## src/rtl/line_follow_seq.sv

```systemverilog
// Top-level sequencer for the line-following PID datapath: command handling,
// IR sample qualification/decimation, and line-loss timeout with a sticky flag.
module line_follow_seq #(
    parameter int unsigned DECIM    = 1,
    parameter logic [23:0] LOST_TMO = 24'd1_000_000,
    parameter bit          FAST_SIM = 1'b1
) (
    input  logic       clk,
    input  logic       rst_n,
    input  logic       cmd_rdy,
    input  logic [1:0] cmd,
    output logic       clr_cmd_rdy,
    input  logic       ir_rdy,
    input  logic       line_present,
    output logic       go,
    output logic       err_vld,
    output logic       lost,
    output logic [1:0] state
);

    typedef enum logic [1:0] {
        IDLE = 2'b00,
        RUN  = 2'b01,
        GAP  = 2'b10,
        LOST = 2'b11
    } state_t;

    localparam logic [1:0]  CMD_START = 2'b01;
    localparam logic [1:0]  CMD_STOP  = 2'b10;
    localparam logic [23:0] TMO       = FAST_SIM ? (LOST_TMO >> 10) : LOST_TMO;
    localparam logic [23:0] GAP_LAST  = TMO - 24'd1;
    localparam logic [3:0]  DEC_LAST  = 4'(DECIM - 1);
    localparam logic [23:0] GAP_MAX   = 24'hFF_FFFF;

    state_t      state_reg;
    logic [23:0] gap_cnt_reg;
    logic [3:0]  dec_cnt_reg;
    logic        clr_cmd_rdy_reg;
    logic        cmd_held_reg;
    logic        go_reg;
    logic        err_vld_reg;
    logic        lost_reg;

    logic cmd_accept;
    logic is_start;
    logic is_stop;

    // A level-held cmd_rdy is taken once; it must drop before the next command.
    assign cmd_accept = cmd_rdy && !clr_cmd_rdy_reg && !cmd_held_reg;
    assign is_start   = cmd_accept && (cmd == CMD_START);
    assign is_stop    = cmd_accept && (cmd == CMD_STOP);

    always_ff @(posedge clk or negedge rst_n) begin
        if (!rst_n) begin
            state_reg       <= IDLE;
            gap_cnt_reg     <= '0;
            dec_cnt_reg     <= '0;
            clr_cmd_rdy_reg <= 1'b0;
            cmd_held_reg    <= 1'b0;
            go_reg          <= 1'b0;
            err_vld_reg     <= 1'b0;
            lost_reg        <= 1'b0;
        end else begin
            clr_cmd_rdy_reg <= cmd_accept;
            cmd_held_reg    <= cmd_rdy && (cmd_held_reg || cmd_accept);
            err_vld_reg     <= 1'b0;

            case (state_reg)
                IDLE: begin
                    if (is_start) begin
                        state_reg   <= RUN;
                        go_reg      <= 1'b1;
                        lost_reg    <= 1'b0;
                        dec_cnt_reg <= '0;
                    end
                end

                RUN: begin
                    if (is_stop) begin
                        state_reg <= IDLE;
                        go_reg    <= 1'b0;
                    end else if (!line_present) begin
                        state_reg   <= GAP;
                        gap_cnt_reg <= '0;
                    end else if (ir_rdy) begin
                        if (dec_cnt_reg == DEC_LAST) begin
                            dec_cnt_reg <= '0;
                            err_vld_reg <= 1'b1;
                        end else begin
                            dec_cnt_reg <= dec_cnt_reg + 4'd1;
                        end
                    end
                end

                GAP: begin
                    // Stop beats timeout, timeout beats line reacquisition.
                    if (is_stop) begin
                        state_reg <= IDLE;
                        go_reg    <= 1'b0;
                    end else if (gap_cnt_reg >= GAP_LAST) begin
                        state_reg <= LOST;
                        go_reg    <= 1'b0;
                        lost_reg  <= 1'b1;
                    end else if (line_present) begin
                        state_reg   <= RUN;
                        dec_cnt_reg <= '0;
                    end else if (gap_cnt_reg != GAP_MAX) begin
                        gap_cnt_reg <= gap_cnt_reg + 24'd1;
                    end
                end

                LOST: begin
                    if (is_start) begin
                        state_reg   <= RUN;
                        go_reg      <= 1'b1;
                        lost_reg    <= 1'b0;
                        dec_cnt_reg <= '0;
                    end else if (is_stop) begin
                        state_reg <= IDLE;
                    end
                end

                default: begin
                    state_reg <= IDLE;
                    go_reg    <= 1'b0;
                end
            endcase
        end
    end

    assign clr_cmd_rdy = clr_cmd_rdy_reg;
    assign go          = go_reg;
    assign err_vld     = err_vld_reg;
    assign lost        = lost_reg;
    assign state       = state_reg;

endmodule

```

## config.mk

```make
export PLATFORM = sky130hd
export DESIGN_NAME = line_follow_seq
export DESIGN_NICKNAME = d
export VERILOG_FILES = /design/src/rtl/line_follow_seq.sv
export SDC_FILE = /design/constraint.sdc
export NUM_CORES = 1
export LEC_CHECK = 0
export CAP_MARGIN = 0
export CORE_ASPECT_RATIO = 0.5
export CORE_UTILIZATION = 30
export DETAILED_ROUTE_END_ITERATION = 7
export GPL_TIMING_DRIVEN = 0
export PLACE_DENSITY_LB_ADDON = 0.08
export SLEW_MARGIN = 20
export SYNTH_ARGS = -nofsm -noshare
export SYNTH_HDL_FRONTEND = slang
export SYNTH_SLANG_ARGS = --single-unit
```

## constraint.sdc

```tcl
create_clock -name clk -period 5.4 [get_ports clk]
set_clock_uncertainty 0.1 [all_clocks]
set_input_delay 0.54 -clock clk [delete_from_list [all_inputs] [get_ports clk]]
set_output_delay 0.54 -clock clk [all_outputs]
set_load 0.02 [all_outputs]
```

==> qor.csv, run 1 <==
metric,value,unit
Slew @ Worst Pin,589,ps
Max Clk Rate,344,MHz
Peak VDD IR,130,uV
IO Count,13,
total congestion overflow,0,
multiplexer share of the synthesized area,0.0287,
fill count,589,
XOR/XNOR share of the synthesized area,0,
Syn Inst Count,196,
CP endpoint kind,flip-flop,
Synth Flop Type,dfrtp_1,
first-iteration detailed-routing DRC count,94,
kind of path behind the tightest hold check,in -> async,
CTS H-Tree Depth,2,
CTS resizes,0,
"antenna viol nets, final",0,
Synth Area in Simple Gates,0.225,
Setup crit start kind,input pin,
CP required,5460,ps
asr flop ratio synth,1.00,
final period utilization,0.538,
post-DP HPWL,3340,um
first-pass GRT wire length,7650,um
Yosys warnings,0,
Initial Util,0.325,
layout cell share with drive strength beyond 1,0.0880,
ANT cells,0,
hold buffer count at cts,0,
Compound-Gate Fraction of Synth Area,0.189,
largest family of logic cells by synthesized area,simple AND/OR/NAND/NOR gates,
sequential share of power,0.340,
combinational share of power,0.356,
number of synthesized register bits,35,
area taken by multi-input logic gates,928,um2
CTS max path bufs,2,
die height,57.9,um
port buffer count,11,
CTS tree,yes,
via count,1563,
"leading cell type in the layout, fill and taps excluded",dfrtp_1,
# Post-CTS Setup Buffers,0,
nets,230,
Final setup viols,0,
part of the power in the clock network,0.304,
internal power,0.597,mW
Synth Net Count,211,
relative slew slack,0.606,
Worst-path clk slew,60,ps
Post-Syn Area,1870,um2
final hold vios,0,
design area,2260,um2
DRC viols,0,
post-synth cell types,46,
Max-Cap Viols,0,
Setup TNS,0,ps
max FFs per register,24,
initial antenna violation count,0,
dpl cells,292,
Post-Synth Adder-Cell Area,0.0535,
Core ar.,5750,um2
number of CTS-inserted buffers,5,
Die ar.,6580,um2
WP data arrival,2970,ps
Net Sw Power,0.358,mW
critical path class,in -> reg,
Avg Inst Size Synth,9.55,um2
routability cong.,0.812,
fin cells,300,
flop2flop setup slack,2610,ps
crit-path max FO,7,
DRT Pass-1 Iters,4,
Routed WL per cell,14.8,um
fin. max-slew vios,0,
RSZ-0062 raised after global routing,false,
Post-Route WL,4440,um
Reg area,876,um2
LEAKAGE,0.990,nW
status,"finished, final reports clean",
vias per cell,5.21,
Tmin final,2910,ps
most frequent cells in the layout,"dfrtp_1 (35), o21ai_0 (15), nand2_1 (15), nor2_1 (15), inv_1 (11)",
largest net degree at the start of global routing,21,
Worst-Skew Late Latency,280,ps
number of enable flip-flop cells after synthesis,0,
switch share,0.375,
CTS Sinks,35,
Power Density,423,nW/um2
placed cell areas,2110,um2
total track usage,0.156,
Min Hold Slack,88.9,ps
vias in the first global route,1517,
die width,114,um
P&R area growth vs syn,20.7,%
sequential share of the synthesized area,0.468,
root buffer cell,clkbuf_16,
Row Count,19,
[through the flow]
stage                     utilization  total power, mW  setup WS (ps)
after global routing            0.393             1.02           2280
after detailed placement        0.367            0.669           2180
after CTS                       0.393            0.960           2460
after global placement          0.363            0.662           2170
final                           0.393            0.955           2490
after floorplan                     -            0.553           2910
[power by group through the flow]
| stage | Combinational, mW | Sequential, mW | Clock, mW |
|---|---|---|---|
| floorplan | 0.212 | 0.341 | 0 |
| global placement | 0.334 | 0.328 | 0 |
| detailed placement | 0.340 | 0.329 | 0 |
| CTS | 0.342 | 0.324 | 0.294 |
| global route | 0.381 | 0.331 | 0.310 |
| finish | 0.340 | 0.325 | 0.290 |
[metal layers]
metal  track usage  part of all wire  routed length, um  vias up
li1              -                 -                  -      766
met1         0.233              0.55               2460      759
met2         0.210              0.38               1680       32
met3        0.0450             0.052                231        6
met4        0.0620             0.015                 65        0
met5             0                 0                  0        -
[critical path, cell delays in order]
cell and delay [ps]:
clkdlybuf4s50_1 460, or3b_1 350, clkbuf_1 180, nor3b_1 530, o21ai_0 290, nor2_2 250
mux2_2 360
[synthesized netlist by cell type (2+ instances only)]
| master | n | area share |
|---|---|---|
| a21oi_1 | 9 | 0.024 |
| a22o_1 | 2 | 0.0094 |
| a31o_2 | 3 | 0.014 |
| a31oi_1 | 5 | 0.017 |
| a41oi_1 | 2 | 0.0094 |
| and2_1 | 10 | 0.033 |
| and3_1 | 2 | 0.0067 |
| and4_1 | 3 | 0.014 |
| clkbuf_1 | 7 | 0.014 |
| dfrtp_1 | 35 | 0.47 |
| ha_1 | 8 | 0.053 |
| inv_1 | 11 | 0.022 |
| mux2_2 | 3 | 0.018 |
| mux2i_1 | 2 | 0.011 |
| nand2_1 | 15 | 0.030 |
| nand2b_1 | 2 | 0.0067 |
| nand3_1 | 6 | 0.016 |
| nor2_1 | 15 | 0.030 |
| nor2b_1 | 2 | 0.0067 |
| nor3_1 | 3 | 0.0080 |
| nor4_1 | 3 | 0.010 |
| o21ai_0 | 15 | 0.040 |
| o22ai_1 | 2 | 0.0067 |
| o31ai_1 | 2 | 0.0080 |
| or3_1 | 5 | 0.017 |
| or4_1 | 4 | 0.016 |
[layout make-up]
type	instances	share of cell area
Clock buffer	5	0.0554
Clock inverter	3	0.0111
Sequential cell	35	0.388
Timing Repair Buffer	12	0.0587
Inverter	11	0.0183
Tap cell	84	0.0465
Multi-Input combinational cell	143	0.411
Buffer	7	0.0116
[worst paths after layout]
path | start | end | depth (start not counted)
max in group asynchronous | rst_n | state[0] | 2
max | cmd_rdy | dec_cnt_reg[0] | 7
min | rst_n | gap_cnt_reg[11] | 1
max reg2reg | state[0] | gap_cnt_reg[8] | 8
min in group clk | clr_cmd_rdy | cmd_held_reg | 1
min reg2reg | clr_cmd_rdy | cmd_held_reg | 1
[cells by family after synthesis]
group / count (synthesis)
flip-flops: 35
AO/OA/AOI/OAI: 53
multiplexers: 5
buffers and inverters: 18
adder cells (fa/ha/maj): 8
AND/OR/NAND/NOR: 77
(Power assumes the default switching activity.)
==> run 2, diff against run 1 <==
- clock period: 5.4 -> 3 ns (I/O delays scaled with it)
==> run 2 against run 1 <==
  * Utilization rose by 0.28 points
  * Highest routed layer unchanged
  * Combinational power increased by 80%
  * Critical endpoint is now gap_cnt_reg[8]
  * Clock-buffer cell count unchanged
==> qor.csv, run 2 (synthesis gave the netlist of run 1 again) <==
metric,value,unit,change
worst-path cell chain,inv_1 > ha_1 > or4b_1 > nor4_2 > o22ai_1 > clkbuf_1 > or3_1 > a21oi_1,,
flop2flop setup slack,290,ps,-2320 ps
CTS tree,yes,,
Power Density,754,nW/um2,+78%
relative slew slack,0.599,,-0.00727
layout cell share with drive strength beyond 1,0.0922,,+0.00420
Tmin final,2710,ps,
P&R area growth vs syn,21.6,%,
DRC viols,0,,unchanged
port buffer count,11,,unchanged
Min Hold Slack,361,ps,+272 ps
Routed WL per cell,14.8,um,about the same
dpl cells,292,,unchanged
Max Clk Rate,369,MHz,
routability cong.,0.812,,unchanged
CP required,3100,ps,-2360 ps
die height,57.9,um,unchanged
vias in the first global route,1523,,+0.40%
Critical R2R Launch,state[0],,
fin. max-slew vios,0,,unchanged
final hold vios,0,,unchanged
kind of path behind the tightest hold check,in -> reg,,
"CP delay by family, top",simple AND/OR/NAND/NOR gates,,
Peak VDD IR,233,uV,+79%
RSZ-0062 raised after global routing,false,,
WP data arrival,2820,ps,-150 ps
"antenna viol nets, final",0,,unchanged
Reg2Reg Depth,8,,unchanged
placed cell areas,2110,um2,unchanged
design area,2280,um2,+0.72%
crit-path max FO,10,,+3
CTS H-Tree Depth,2,,unchanged
# Post-CTS Setup Buffers,0,,unchanged
Post-Route WL,4450,um,+0.36%
CTS max path bufs,2,,unchanged
crit path launch,state[0],,
CP endpoint,gap_cnt_reg[8],,
IO Count,13,,unchanged
"leading cell type in the layout, fill and taps excluded",dfrtp_1,,
final period utilization,0.904,,
LEAKAGE,0.995,nW,+0.54%
WP depth,8,,+1
Core ar.,5750,um2,unchanged
Row Count,19,,unchanged
fin cells,301,,+0.33%
"Slowest-stage cell, CP",or4b_1,,
max FFs per register,24,,unchanged
Worst-Skew Late Latency,280,ps,about the same
Setup TNS,0,ps,unchanged
post-DP HPWL,3340,um,unchanged
Reg2Reg Capture Point,gap_cnt_reg[8],,
Worst-path clk slew,60,ps,about the same
nets,231,,+0.43%
hold depth,3,,
most frequent cells in the layout,"dfrtp_1 (35), o21ai_0 (15), nand2_1 (15), nor2_1 (15), inv_1 (11)",,
ANT cells,0,,unchanged
CTS Sinks,35,,unchanged
first-iteration detailed-routing DRC count,94,,unchanged
first-pass GRT wire length,7680,um,+0.35%
Layout Utilization,0.396,,+0.00283
Setup crit start kind,flip-flop,,
final setup margin,289,ps,-2200 ps
initial antenna violation count,0,,unchanged
Crit path buffers/inverters,2,,unchanged
critical path class,reg -> reg,,
largest net degree at the start of global routing,21,,unchanged
root buffer cell,clkbuf_16,,
Final setup viols,0,,unchanged
total track usage,0.157,,+0.000467
status,"finished, final reports clean",,
DRT Pass-1 Iters,4,,unchanged
CP endpoint kind,flip-flop,,
number of CTS-inserted buffers,5,,unchanged
Die ar.,6580,um2,unchanged
via count,1575,,+0.77%
final total power,1.72,mW,+80%
Max-Cap Viols,0,,unchanged
Slew @ Worst Pin,600,ps,+10.9 ps
vias per cell,5.23,,+0.43%
total congestion overflow,0,,unchanged
CP max stage delay,480,ps,-50 ps
die width,114,um,unchanged
Initial Util,0.325,,unchanged
"worst slack, placed",24.1,ps,-2160 ps
==> run 2: layout make-up <==
cell class	count	area, um2
well taps	84	105
fillers	589	3480
plain buffers	7	26.3
clock inverters	3	25.0
flip-flops and latches	35	876
multi-input cells	143	935
repair buffers	13	143
clock buffers	5	125
inverters	11	41.3
==> run 2: worst reg2reg max path: stages, from the launching register on <==
cell and delay (ps):
dfrtp_1 420, inv_1 130, ha_1 310, or4b_1 480, nor4_2 200, o22ai_1 200, clkbuf_1 250, or3_1 390
a21oi_1 150
==> run 2: worst min path at each step <==
stage | startpoint | to
final | line_present | err_vld
after global routing | line_present | err_vld
after CTS | line_present | err_vld
after detailed placement | rst_n | gap_cnt_reg[11]
after global placement | gap_cnt_reg[20] | gap_cnt_reg[20]
after floorplan | rst_n | clr_cmd_rdy
==> run 2: per-layer routing <==
metal | vias up | share of wire | global-route usage
met3 | 6 | 0.050 | 0.0450
met1 | 768 | 0.55 | 0.233
li1 | 764 | - | -
met5 | - | 0 | 0
met4 | 0 | 0.015 | 0.0620
met2 | 37 | 0.38 | 0.211
==> run 2: timing repair <==
action	CTS	global route
hold buffers	1	0
hold endpoints to repair	15	0
gates resized for setup	0	1
setup endpoints to repair	0	3
==> run 2: where the power goes <==
group	switching [mW]	leakage (nW)	internal, mW
Sequential	0.0562	0.475	0.528
Combinational	0.373	0.450	0.238
Clock	0.211	0.0700	0.310
Total	0.640	0.995	1.08
